File: config.mk
export PLATFORM = sky130hd
export DESIGN_NAME = fmap_stream_reader_flat
export DESIGN_NICKNAME = d
export VERILOG_FILES = /design/src/rtl/fmap_stream_reader_if.sv /design/src/rtl/fmap_stream_reader.sv /design/src/flat_wrapper.sv
export SDC_FILE = /design/constraint.sdc
export NUM_CORES = 1
export LEC_CHECK = 0
export ABC_AREA = 1
export BUFFER_PORTS_ARGS = -buffer_cell sky130_fd_sc_hd__buf_2
export CORE_MARGIN = 2
export CORE_UTILIZATION = 54
export DETAILED_ROUTE_END_ITERATION = 16
export PLACE_DENSITY_LB_ADDON = 0.25
export SLEW_MARGIN = 30
export SYNTH_ARGS = -nofsm -noshare
export SYNTH_HDL_FRONTEND = slang
export SYNTH_SLANG_ARGS = --single-unit
File: constraint.sdc
create_clock -name clk -period 1.95 [get_ports clk]
set_input_delay 0.0975 -clock clk [delete_from_list [all_inputs] [get_ports clk]]
set_output_delay 0.0975 -clock clk [all_outputs]
set_load 0.05 [all_outputs]
File: src/rtl/fmap_stream_reader_if.sv
// fmap_stream_reader_if
//   Bundles the control, frame-RAM read port and pixel-stream output of
//   fmap_stream_reader.
//   master : the reader (drives rd_en/rd_addr/valid_out/data_out/busy/done)
//   slave  : the environment (drives start/pause/rd_data)
//   Signals:
//     start, pause          control requests into the reader
//     rd_en, rd_addr        synchronous RAM read request
//     rd_data               RAM read data, valid the cycle after rd_en
//     valid_out, data_out   pixel stream toward the convolver
//     busy, done            frame status
//     last_out              final-pixel marker (only with READER_LAST_FLAG_EN)
interface fmap_stream_reader_if #(
    parameter int DATA_WIDTH = 32,
    parameter int ADDR_WIDTH = 12
);
    logic                  start;
    logic                  pause;
    logic                  rd_en;
    logic [ADDR_WIDTH-1:0] rd_addr;
    logic [DATA_WIDTH-1:0] rd_data;
    logic                  valid_out;
    logic [DATA_WIDTH-1:0] data_out;
    logic                  busy;
    logic                  done;
`ifdef READER_LAST_FLAG_EN
    logic                  last_out;
`endif

    modport master (
        input  start, pause, rd_data,
        output rd_en, rd_addr, valid_out, data_out, busy, done
`ifdef READER_LAST_FLAG_EN
        , output last_out
`endif
    );

    modport slave (
        output start, pause, rd_data,
        input  rd_en, rd_addr, valid_out, data_out, busy, done
`ifdef READER_LAST_FLAG_EN
        , input last_out
`endif
    );
endinterface

File: src/rtl/fmap_stream_reader.sv
// fmap_stream_reader
//   Streams one IMG_WIDTH x IMG_HEIGHT feature map out of a synchronous frame
//   RAM (1-cycle read latency) in raster order, then appends IMG_WIDTH+1
//   flush beats of FLUSH_DATA so a downstream 3x3 convolver can drain its
//   bottom row, then pulses done.
//   Ports:
//     clk    rising-edge clock
//     reset  asynchronous active-high reset
//     bus    fmap_stream_reader_if.master (start/pause in, RAM read port,
//            valid_out/data_out stream, busy/done status)
//   Optional feature: define READER_LAST_FLAG_EN to add bus.last_out, high
//   with valid_out on the final image pixel only.
//   Pipeline: issue (rd_en) at t -> stage 1 (tag + RAM data) at t+1 ->
//   stage 2 (valid_out/data_out) at t+2.
module fmap_stream_reader #(
    parameter int                    DATA_WIDTH = 32,
    parameter int                    IMG_WIDTH  = 56,
    parameter int                    IMG_HEIGHT = 56,
    parameter int                    ADDR_WIDTH = 12,
    parameter int                    BASE_ADDR  = 0,
    parameter logic [DATA_WIDTH-1:0] FLUSH_DATA = '0
) (
    input  logic                 clk,
    input  logic                 reset,
    fmap_stream_reader_if.master bus
);
    localparam int NPIX  = IMG_WIDTH * IMG_HEIGHT;
    localparam int PIX_W = $clog2(NPIX + 1);
    localparam int FL_W  = $clog2(IMG_WIDTH + 1);
    localparam logic [ADDR_WIDTH-1:0] BASE = ADDR_WIDTH'(BASE_ADDR);

    typedef enum logic [1:0] {
        ST_IDLE  = 2'd0,
        ST_READ  = 2'd1,
        ST_FLUSH = 2'd2,
        ST_DONE  = 2'd3
    } state_t;

    state_t                state_q, state_d;
    logic [PIX_W-1:0]      pix_q, pix_d;
    logic [FL_W-1:0]       flush_q, flush_d;
    logic [ADDR_WIDTH-1:0] addr_q, addr_d;

    logic                  iss_p1_q, iss_p1_d;
    logic                  flush_p1_q, flush_p1_d;
    logic                  vld_p2_q, vld_p2_d;
    logic [DATA_WIDTH-1:0] data_p2_q, data_p2_d;
`ifdef READER_LAST_FLAG_EN
    logic                  last_p1_q, last_p1_d;
    logic                  last_p2_q, last_p2_d;
`endif

    logic issue_pix;
    logic issue_flush;
    logic last_pix;
    logic last_flush;
    logic pipe_empty;
    logic rd_en_o;
    logic busy_o;
    logic done_o;

    assign last_pix   = (pix_q == PIX_W'(NPIX - 1));
    assign last_flush = (flush_q == FL_W'(IMG_WIDTH));
    // Nothing left in stage 1 or stage 2: the final beat has been presented.
    assign pipe_empty = !iss_p1_q && !vld_p2_q;

    // FSM: state register
    always_ff @(posedge clk or posedge reset) begin
        if (reset) state_q <= ST_IDLE;
        else       state_q <= state_d;
    end

    // FSM: next state
    always_comb begin
        state_d = state_q;
        case (state_q)
            ST_IDLE:  if (bus.start)                  state_d = ST_READ;
            ST_READ:  if (issue_pix && last_pix)      state_d = ST_FLUSH;
            ST_FLUSH: if (issue_flush && last_flush)  state_d = ST_DONE;
            ST_DONE:  if (pipe_empty)                 state_d = ST_IDLE;
            default:                                  state_d = ST_IDLE;
        endcase
    end

    // FSM: outputs. pause only gates issue in READ/FLUSH.
    always_comb begin
        issue_pix   = 1'b0;
        issue_flush = 1'b0;
        rd_en_o     = 1'b0;
        busy_o      = 1'b0;
        done_o      = 1'b0;
        case (state_q)
            ST_READ: begin
                busy_o    = 1'b1;
                issue_pix = !bus.pause;
                rd_en_o   = !bus.pause;
            end
            ST_FLUSH: begin
                busy_o      = 1'b1;
                issue_flush = !bus.pause;
            end
            ST_DONE: begin
                busy_o = 1'b1;
                done_o = pipe_empty;
            end
            default: ;
        endcase
    end

    // Pixel / flush counters and read address
    always_comb begin
        pix_d   = pix_q;
        flush_d = flush_q;
        addr_d  = addr_q;
        case (state_q)
            ST_IDLE: begin
                if (bus.start) begin
                    pix_d   = '0;
                    flush_d = '0;
                    addr_d  = BASE;
                end
            end
            ST_READ: begin
                if (issue_pix) begin
                    if (last_pix) begin
                        flush_d = '0;
                    end else begin
                        pix_d  = pix_q + PIX_W'(1);
                        addr_d = addr_q + ADDR_WIDTH'(1);
                    end
                end
            end
            ST_FLUSH: begin
                if (issue_flush) flush_d = flush_q + FL_W'(1);
            end
            ST_DONE: begin
                pix_d   = '0;
                flush_d = '0;
                addr_d  = BASE;
            end
            default: ;
        endcase
    end

    always_ff @(posedge clk or posedge reset) begin
        if (reset) begin
            pix_q   <= '0;
            flush_q <= '0;
            addr_q  <= BASE;
        end else begin
            pix_q   <= pix_d;
            flush_q <= flush_d;
            addr_q  <= addr_d;
        end
    end

    // Stage 1: issue flag and pixel/flush tag, aligned with the RAM read
    always_comb begin
        iss_p1_d   = issue_pix || issue_flush;
        flush_p1_d = issue_flush;
`ifdef READER_LAST_FLAG_EN
        last_p1_d  = issue_pix && last_pix;
`endif
    end

    // Stage 2: registered stream output; data holds between beats
    always_comb begin
        vld_p2_d  = iss_p1_q;
        data_p2_d = data_p2_q;
        if (iss_p1_q) data_p2_d = flush_p1_q ? FLUSH_DATA : bus.rd_data;
`ifdef READER_LAST_FLAG_EN
        last_p2_d = iss_p1_q && last_p1_q && !flush_p1_q;
`endif
    end

    always_ff @(posedge clk or posedge reset) begin
        if (reset) begin
            iss_p1_q   <= 1'b0;
            flush_p1_q <= 1'b0;
            vld_p2_q   <= 1'b0;
            data_p2_q  <= '0;
`ifdef READER_LAST_FLAG_EN
            last_p1_q  <= 1'b0;
            last_p2_q  <= 1'b0;
`endif
        end else begin
            iss_p1_q   <= iss_p1_d;
            flush_p1_q <= flush_p1_d;
            vld_p2_q   <= vld_p2_d;
            data_p2_q  <= data_p2_d;
`ifdef READER_LAST_FLAG_EN
            last_p1_q  <= last_p1_d;
            last_p2_q  <= last_p2_d;
`endif
        end
    end

    assign bus.rd_en     = rd_en_o;
    assign bus.rd_addr   = addr_q;
    assign bus.valid_out = vld_p2_q;
    assign bus.data_out  = data_p2_q;
    assign bus.busy      = busy_o;
    assign bus.done      = done_o;
`ifdef READER_LAST_FLAG_EN
    assign bus.last_out  = last_p2_q;
`endif
endmodule

File: src/flat_wrapper.sv
// flat-port wrapper written by rule: the top's interface ports become plain ports
module fmap_stream_reader_flat 
#(
    parameter int                    DATA_WIDTH = 32,
    parameter int                    IMG_WIDTH  = 56,
    parameter int                    IMG_HEIGHT = 56,
    parameter int                    ADDR_WIDTH = 12,
    parameter int                    BASE_ADDR  = 0,
    parameter logic [DATA_WIDTH-1:0] FLUSH_DATA = '0
)
  (clk, reset, bus_start, bus_pause, bus_rd_data, bus_rd_en, bus_rd_addr, bus_valid_out, bus_data_out, bus_busy, bus_done);
  fmap_stream_reader_if #(.DATA_WIDTH(DATA_WIDTH), .ADDR_WIDTH(ADDR_WIDTH)) bus_i ();
  input  logic clk;
  input  logic reset;
  input wire logic [$bits(bus_i.start)-1:0] bus_start;
  input wire logic [$bits(bus_i.pause)-1:0] bus_pause;
  input wire logic [$bits(bus_i.rd_data)-1:0] bus_rd_data;
  output wire logic [$bits(bus_i.rd_en)-1:0] bus_rd_en;
  output wire logic [$bits(bus_i.rd_addr)-1:0] bus_rd_addr;
  output wire logic [$bits(bus_i.valid_out)-1:0] bus_valid_out;
  output wire logic [$bits(bus_i.data_out)-1:0] bus_data_out;
  output wire logic [$bits(bus_i.busy)-1:0] bus_busy;
  output wire logic [$bits(bus_i.done)-1:0] bus_done;
  assign bus_i.start = bus_start;
  assign bus_i.pause = bus_pause;
  assign bus_i.rd_data = bus_rd_data;
  assign bus_rd_en = bus_i.rd_en;
  assign bus_rd_addr = bus_i.rd_addr;
  assign bus_valid_out = bus_i.valid_out;
  assign bus_data_out = bus_i.data_out;
  assign bus_busy = bus_i.busy;
  assign bus_done = bus_i.done;
  fmap_stream_reader #(.DATA_WIDTH(DATA_WIDTH), .IMG_WIDTH(IMG_WIDTH), .IMG_HEIGHT(IMG_HEIGHT), .ADDR_WIDTH(ADDR_WIDTH), .BASE_ADDR(BASE_ADDR), .FLUSH_DATA(FLUSH_DATA)) u_core (.clk(clk), .reset(reset), .bus(bus_i));
endmodule
==> qor.csv, run 1 <==
stage,metric,value,unit
clocking,post_cts resized,0,
clocking,clock buffer depth,2,
global_route,total gr overflow,0,
setup_path,Worst R2R Start,u_core.state_q[1],
die,die footprint,7141,sq um
placement,IO Port Bufs,83,
worst_hold_path,Hold Crit Depth,3,
layout,# diodes,0,
clocking,clk_lat worst skew,0.36,ns
die,Die Y,84.51,microns
placement,post-place setup slack,0.1629,ns
logic_synthesis,ys async rst share,1.000,
logic_synthesis,synthesized area,3500,sq um
setup_path,Worst setup EP type,primary output,
sta,slew margin rel.,0.6592,
sta,final cycle utilization of the critical path,0.9710,
logic_synthesis,synthesized flop and latch total,67,
detailed_routing,detailed-route DRC error count,0,
setup_path,crit-path max FO,11,
clocking,clock-pin slew on the worst setup and hold paths,0.09,ns
logic_synthesis,Syn Inst Count,446,
sta,unrepaired setup endpoints after global routing,true,
worst_hold_path,Hold Crit Start,bus_rd_data[12],
global_route,global-route wire length before repair,14260,microns
die,IO Count,84,
setup_path,critical path arrival,1.80,ns
detailed_routing,drt first pass iters,4,
die,num rows,29,
placement,DP Cell Count,594,
logic_synthesis,syn_area_per_cell,7.847,sq um
power,Leak,2.234,nW
logic_synthesis,"top cells by area, synth","dfrtp_1 48%, nand2_1 12%, nand3_1 8.3%, inv_1 6.9%, o21ai_0 4.9%",
clocking,H-tree depth,3,
layout,fin nets,593,
logic_synthesis,Post-synth top flop,dfrtp_1,
setup_path,R2R Path End,u_core.bus.rd_addr[11],
layout,Layout area overhead,24.49,%
clocking,clock sink total,67,
global_route,vias in the first global route,3076,
detailed_routing,Detail Route Antenna Nets,0,
global_route,largest net degree at the start of global routing,40,
sta,final setup fails,0,
placement,routability cong.,0.8573,
setup_path,cells on worst reg2reg path,7,
sta,minimum clock period,1.893,ns
setup_path,"Req. time, crit path",1.85,ns
setup_path,CP Class,reg2out,
sta,final setup margin,0.05650,ns
run_status,status,finished with violations,
worst_hold_path,min-delay worst type,in2reg,
clocking,TritonCTS clock tree,built,
detailed_routing,DR vias,3268,
detailed_routing,DRT iter0 DRCs,233,
setup_path,crit start category,register,
logic_synthesis,Synth Warn #,0,
logic_synthesis,Post-synth EDFFs,0,
detailed_routing,final wirelength,8748,microns
power,Max VDD drop,0.001656,V
placement,dpl hpwl,5665,microns
global_route,initial antenna violation count,0,
layout,share of post-route cells with drive strength above 1,0.2080,
sta,Final Max Slew Viols,0,
sta,Min Hold Slack,-0.01539,ns
die,width of the chip,84.51,microns
sta,Clock Skews,0.01564,ns
logic_synthesis,Yosys cell types,27,
logic_synthesis,top cell type's share of synthesized area,0.4791,
sta,Worst Tran Pin Value,0.5112,ns
logic_synthesis,"Seq/Total Area, Yosys",0.4791,
setup_path,Worst R2R Setup Slack,0.15,ns
power,Power Density,1495,nW/um^2
detailed_routing,vias per cell,5.187,
layout,Post-Route Utilization,0.6901,
sta,final hold viol count,5,
detailed_routing,Wirelength per Cell,13.89,microns
logic_synthesis,Synth Net Count,491,
die,core area,6314,sq um
die,Initial Utilization,0.5543,
clocking,TritonCTS Buffers,9,
clocking,clk root buf,clkbuf_8,
worst_hold_path,Hold EP,u_core.bus.data_out[12],
logic_synthesis,cell accounting for the most synthesized area,dfrtp_1,
run_status,failing checks,negative hold slack,
flow_run,max cap viols,0,
sta,Max Freq,528.1,MHz
global_route,GR Util All Layers,0.2497,
layout,Post-Layout Cell Count,630,
[Yosys cell counts, types with 2 or more instances]
master,instances
a21oi_1,4
buf_1,3
buf_2,3
buf_6,4
clkbuf_1,7
dfrtp_1,67
ha_1,9
inv_1,64
nand2_1,108
nand2_2,2
nand3_1,58
nand3_2,3
nand4_1,13
nor2_1,33
nor3_1,4
nor3b_1,2
o21ai_0,34
o21ai_1,12
xor2_1,8
[per-stage QoR]
stage | setup TNS (ns) | area [sq um] | power, mW
2_1_floorplan | 0 | 3500 | 4.603
3_3_place_gp | 0 | 3953 | 5.171
3_5_place_dp | 0 | 3953 | 5.269
4_1_cts | 0 | 4357 | 6.479
5_1_grt | -0.004284 | 4357 | 6.884
6_report | 0 | 4357 | 6.512
[sequential cells by signal (all words and copies together), names as in the netlist]
register,cells
u_core.state_q,2
u_core.bus.valid_out,1
u_core.bus.rd_addr,12
u_core.bus.data_out,32
u_core.flush_p1_q,1
u_core.flush_q,6
u_core.iss_p1_q,1
u_core.pix_q,12
[area by class of cell]
class,count,area (sq um)
Fill cell,481,1957
Clock buffer,11,141.4
Tap cell,77,96.34
Clock inverter,5,62.56
Inverter,64,240.2
Timing Repair Buffer,108,653.1
Sequential cell,67,1678
Multi-Input combinational cell,298,1485
[cell usage in the layout, fill, tap and decap left out, drive strengths merged]
cell / n
dfrtp: 67
nor2: 35
nand4: 14
o21bai: 1
nand2: 111
a21oi: 4
ha: 9
xnor2: 1
o21ai: 47
buf: 88
nand3b: 1
clkbuf: 11
clkinvlp: 2
bufinv: 1
nor3b: 2
xor2: 8
clkinv: 2
nand3: 61
inv: 64
dlygate4sd3: 20
nor3: 4
[worst max-delay path, stage by stage, from the launching register on]
cell and delay, ns:
dfrtp_1 0.42, inv_1 0.11, ha_1 0.26, inv_1 0.24, nor2_1 0.14, buf_2 0.27
[power breakdown]
part           internal (mW)  leakage [nW]  switching, mW  total (mW)
Sequential              1.80         0.878          0.322        2.12
Clock                  0.630        0.0957          0.575        1.20
Combinational          0.700          1.26           2.49        3.19
[per-layer routing]
layer | track usage | part of all wire | vias up
met5 | 0 | 0 | -
met4 | 0.09957 | 0.025 | 0
met3 | 0.05015 | 0.052 | 18
met2 | 0.4180 | 0.50 | 96
met1 | 0.3195 | 0.43 | 1524
li1 | - | - | 1630
[cell families after synthesis]
group           Yosys count  share of synthesized area
flops                    67                     0.4791
xor+xnor                  9                    0.02253
compound gates           52                    0.07615
simple gates            228                     0.2935
fa+ha+maj                 9                    0.03218
buf+inv                  81                    0.09653
[worst max path at each step]
stage,slack (ns),depth (start not counted),from,to
after floorplan,0.04,3,u_core.iss_p1_q,bus_done
after global placement,0.28,9,u_core.state_q[1],u_core.bus.rd_addr[10]
after detailed placement,0.16,6,u_core.state_q[1],u_core.bus.rd_addr[11]
after CTS,0.07,5,u_core.state_q[1],bus_rd_en
after global routing,-0.004,7,u_core.state_q[1],u_core.bus.rd_addr[11]
final,0.06,5,u_core.state_q[1],bus_rd_en
[what timing repair did]
action | 4_1_cts | 5_1_grt
buffers inserted | 0 | 0
hold buffers | 20 | 0
endpoints found under the setup margin | 0 | 1
endpoints found under the hold margin | 86 | 0
Power figures use the tool's default switching activity.
==> run 2: changes to the inputs <==
--- a/config.mk
+++ b/config.mk
@@ -8,7 +8,7 @@
 export ABC_AREA = 1
 export BUFFER_PORTS_ARGS = -buffer_cell sky130_fd_sc_hd__buf_2
 export CORE_MARGIN = 2
-export CORE_UTILIZATION = 54
+export CORE_UTILIZATION = 48
 export DETAILED_ROUTE_END_ITERATION = 16
 export PLACE_DENSITY_LB_ADDON = 0.25
 export SLEW_MARGIN = 30
==> constraint.sdc (replaced) <==
create_clock -name clk -period 1.6 [get_ports clk]
set_input_delay 0.08 -clock clk [delete_from_list [all_inputs] [get_ports clk]]
set_output_delay 0.08 -clock clk [all_outputs]
set_load 0.05 [all_outputs]
==> run 2 against run 1 <==
Net effect: highest routed layer unchanged; core utilization is 0.42 points higher; wire length is 6.3% higher; count of clock-buffer cells in the layout stayed put; the run now ends clean; clock skew is 0.0050 ns lower; critical path type is now reg2reg; power is 38% higher; largest power group unchanged; register-to-register slack worse by 0.12 ns.
==> qor.csv, run 2 (synthesized netlist as in run 1, its figures left out) <==
stage,metric,value,unit
setup_path,critical path arrival,1.79,ns
detailed_routing,met3 wire len,598,microns
power,Sw Pwr,4.464,mW
detailed_routing,Wirelength per Cell,13.40,microns
die,width of the chip,89.39,microns
clocking,clock-pin slew on the worst setup and hold paths,0.07,ns
worst_hold_path,min-delay worst type,in2reg,
clocking,H-tree depth,3,
power,register share of total power,0.278,
placement,post-place setup slack,0.007146,ns
setup_path,R2R Path End,u_core.pix_q[8],
setup_path,"Req. time, crit path",1.82,ns
die,Die Y,89.39,microns
setup_path,Setup crit start,u_core.state_q[0],
detailed_routing,Top Metal Used,met4,
detailed_routing,Post-Route M1 WL,3981,microns
flow_run,max cap viols,0,
detailed_routing,metal2 WL,4526,microns
placement,Placed Area,4149,sq um
clocking,clk root buf,clkbuf_8,
setup_path,Worst R2R Setup Slack,0.03,ns
sta,slew margin rel.,0.6322,
power,Pint,4.520,mW
global_route,global-route wire length before repair,13680,microns
run_status,status,"complete, no violations",
detailed_routing,vias per cell,5.050,
layout,Post-Route Utilization,0.6943,
detailed_routing,detailed-route DRC error count,0,
power,Leak,2.477,nW
layout,"commonest non-fill, non-tap cell in the layout",nand2_1,
detailed_routing,DRT iter0 DRCs,249,
sta,Clock Skews,0.01062,ns
global_route,vias in the first global route,3167,
layout,"commonest non-fill, non-tap cells in the layout","102 x nand2_1, 81 x buf_2, 63 x dfrtp_1, 59 x inv_1, 58 x nand3_1",
setup_path,crit start category,register,
detailed_routing,Detail Route Antenna Nets,0,
placement,dpl hpwl,5692,microns
global_route,largest net degree at the start of global routing,67,
power,Gate power share,0.573,
sta,final setup margin,0.03058,ns
setup_path,worst setup path endpoint,u_core.pix_q[8],
power,Power Density,1813,nW/um^2
sta,unrepaired setup endpoints after global routing,true,
power,total chip power,8.984,mW
placement,IO Port Bufs,83,
layout,max reg flops,32,
layout,share of post-route cells with drive strength above 1,0.2807,
layout,post-route cell area,4955,sq um
power,Max VDD drop,0.001044,V
die,IO Count,84,
placement,routability cong.,0.8408,
layout,Layout area overhead,41.58,%
detailed_routing,DR vias,3505,
sta,post-route setup TNS,0,ns
layout,Filler cells,566,
global_route,GR Util All Layers,0.2206,
sta,minimum clock period,1.569,ns
global_route,initial antenna violation count,0,
setup_path,Worst setup EP type,register,
sta,final hold viol count,0,
setup_path,cells on worst reg2reg path,10,
detailed_routing,drt first pass iters,4,
setup_path,CP Class,reg2reg,
power,clock share of power,0.148,
sta,Max Freq,637.2,MHz
die,core area,7137,sq um
clocking,TritonCTS Buffers,9,
global_route,total gr overflow,0,
power,switch share,0.4969,
die,num rows,31,
detailed_routing,final wirelength,9302,microns
die,Initial Utilization,0.4904,
setup_path,Worst R2R Start,u_core.state_q[0],
die,die footprint,7990,sq um
sta,Final Max Slew Viols,0,
layout,# diodes,0,
clocking,clock buffer depth,2,
layout,fin nets,635,
sta,Worst Tran Pin Value,0.5506,ns
sta,final cycle utilization of the critical path,0.9809,
sta,final setup fails,0,
clocking,TritonCTS clock tree,built,
setup_path,crit-path max FO,7,
clocking,clk_lat worst skew,0.35,ns
clocking,clock sink total,67,
-- run 2: cell types whose count changed in the layout (fill, tap and decap cells not counted), sizes merged, moves of 3 or more --
cell,before,now
buf,88,112
clkbuf,11,14
clkinvlp,2,5
dlygate4sd3,20,34
-- run 2: per-stage QoR --
step,cells,hold slack (ns)
4_1_cts,681,0.2838
6_report,694,0.2930
2_1_floorplan,446,0.1431
3_3_place_gp,631,0.1516
3_5_place_dp,631,0.1605
5_1_grt,694,0.3067
-- run 2: layer usage --
| metal | global-route usage | vias up |
|---|---|---|
| met3 | 0.06741 | 17 |
| met4 | 0.08277 | 0 |
| met5 | 0 | - |
| li1 | - | 1724 |
| met2 | 0.3630 | 113 |
| met1 | 0.2737 | 1651 |
-- run 2: how the worst min path moves through the flow --
stage	startpoint	end	slack, ns	cells after the start
finish	bus_start	u_core.flush_q[5]	0.29	6
global route	bus_start	u_core.flush_q[5]	0.31	6
floorplan	bus_pause	u_core.iss_p1_q	0.14	1
CTS	bus_start	u_core.flush_q[5]	0.28	6
global placement	reset	u_core.bus.rd_addr[6]	0.15	2
detailed placement	reset	u_core.bus.rd_addr[5]	0.16	2
-- run 2: cell type report --
class,count,area (sq um),share of cell area
clock buffer,11,151.4,0.03056
multi-input combinational,299,1597,0.3222
clock inverter,5,36.28,0.007323
tap,99,123.9,0.02500
sequential,67,1682,0.3394
timing repair buffer,149,1117,0.2255
inverter,64,247.7,0.05000
-- run 2: power by group through the flow --
stage / registers, mW / logic, mW / clock network (mW)
CTS: 2.48 / 4.36 / 1.37
detailed placement: 2.51 / 4.24 / 0
floorplan: 3.94 / 1.69 / 0
global route: 2.55 / 5.57 / 1.44
finish: 2.50 / 5.15 / 1.33
global placement: 2.48 / 4.19 / 0
-- run 2: critical path: stages, from the launching register on --
cell and delay, ns:
dfrtp_2 0.42, inv_2 0.06, ha_2 0.18, inv_2 0.06, o21ai_2 0.05, nor2_1 0.12
buf_4 0.17, nand2_8 0.10, buf_12 0.15, nand2_1 0.06, o21ai_1 0.07
-- run 2: timing repair --
action / CTS / global route
gates cloned: 0 / 7
endpoints found under the hold margin: 53 / 0
pin swaps: 0 / 6
hold buffers: 34 / 0
gates resized for setup: 5 / 28
setup buffers: 0 / 6
setup endpoints to repair: 1 / 33
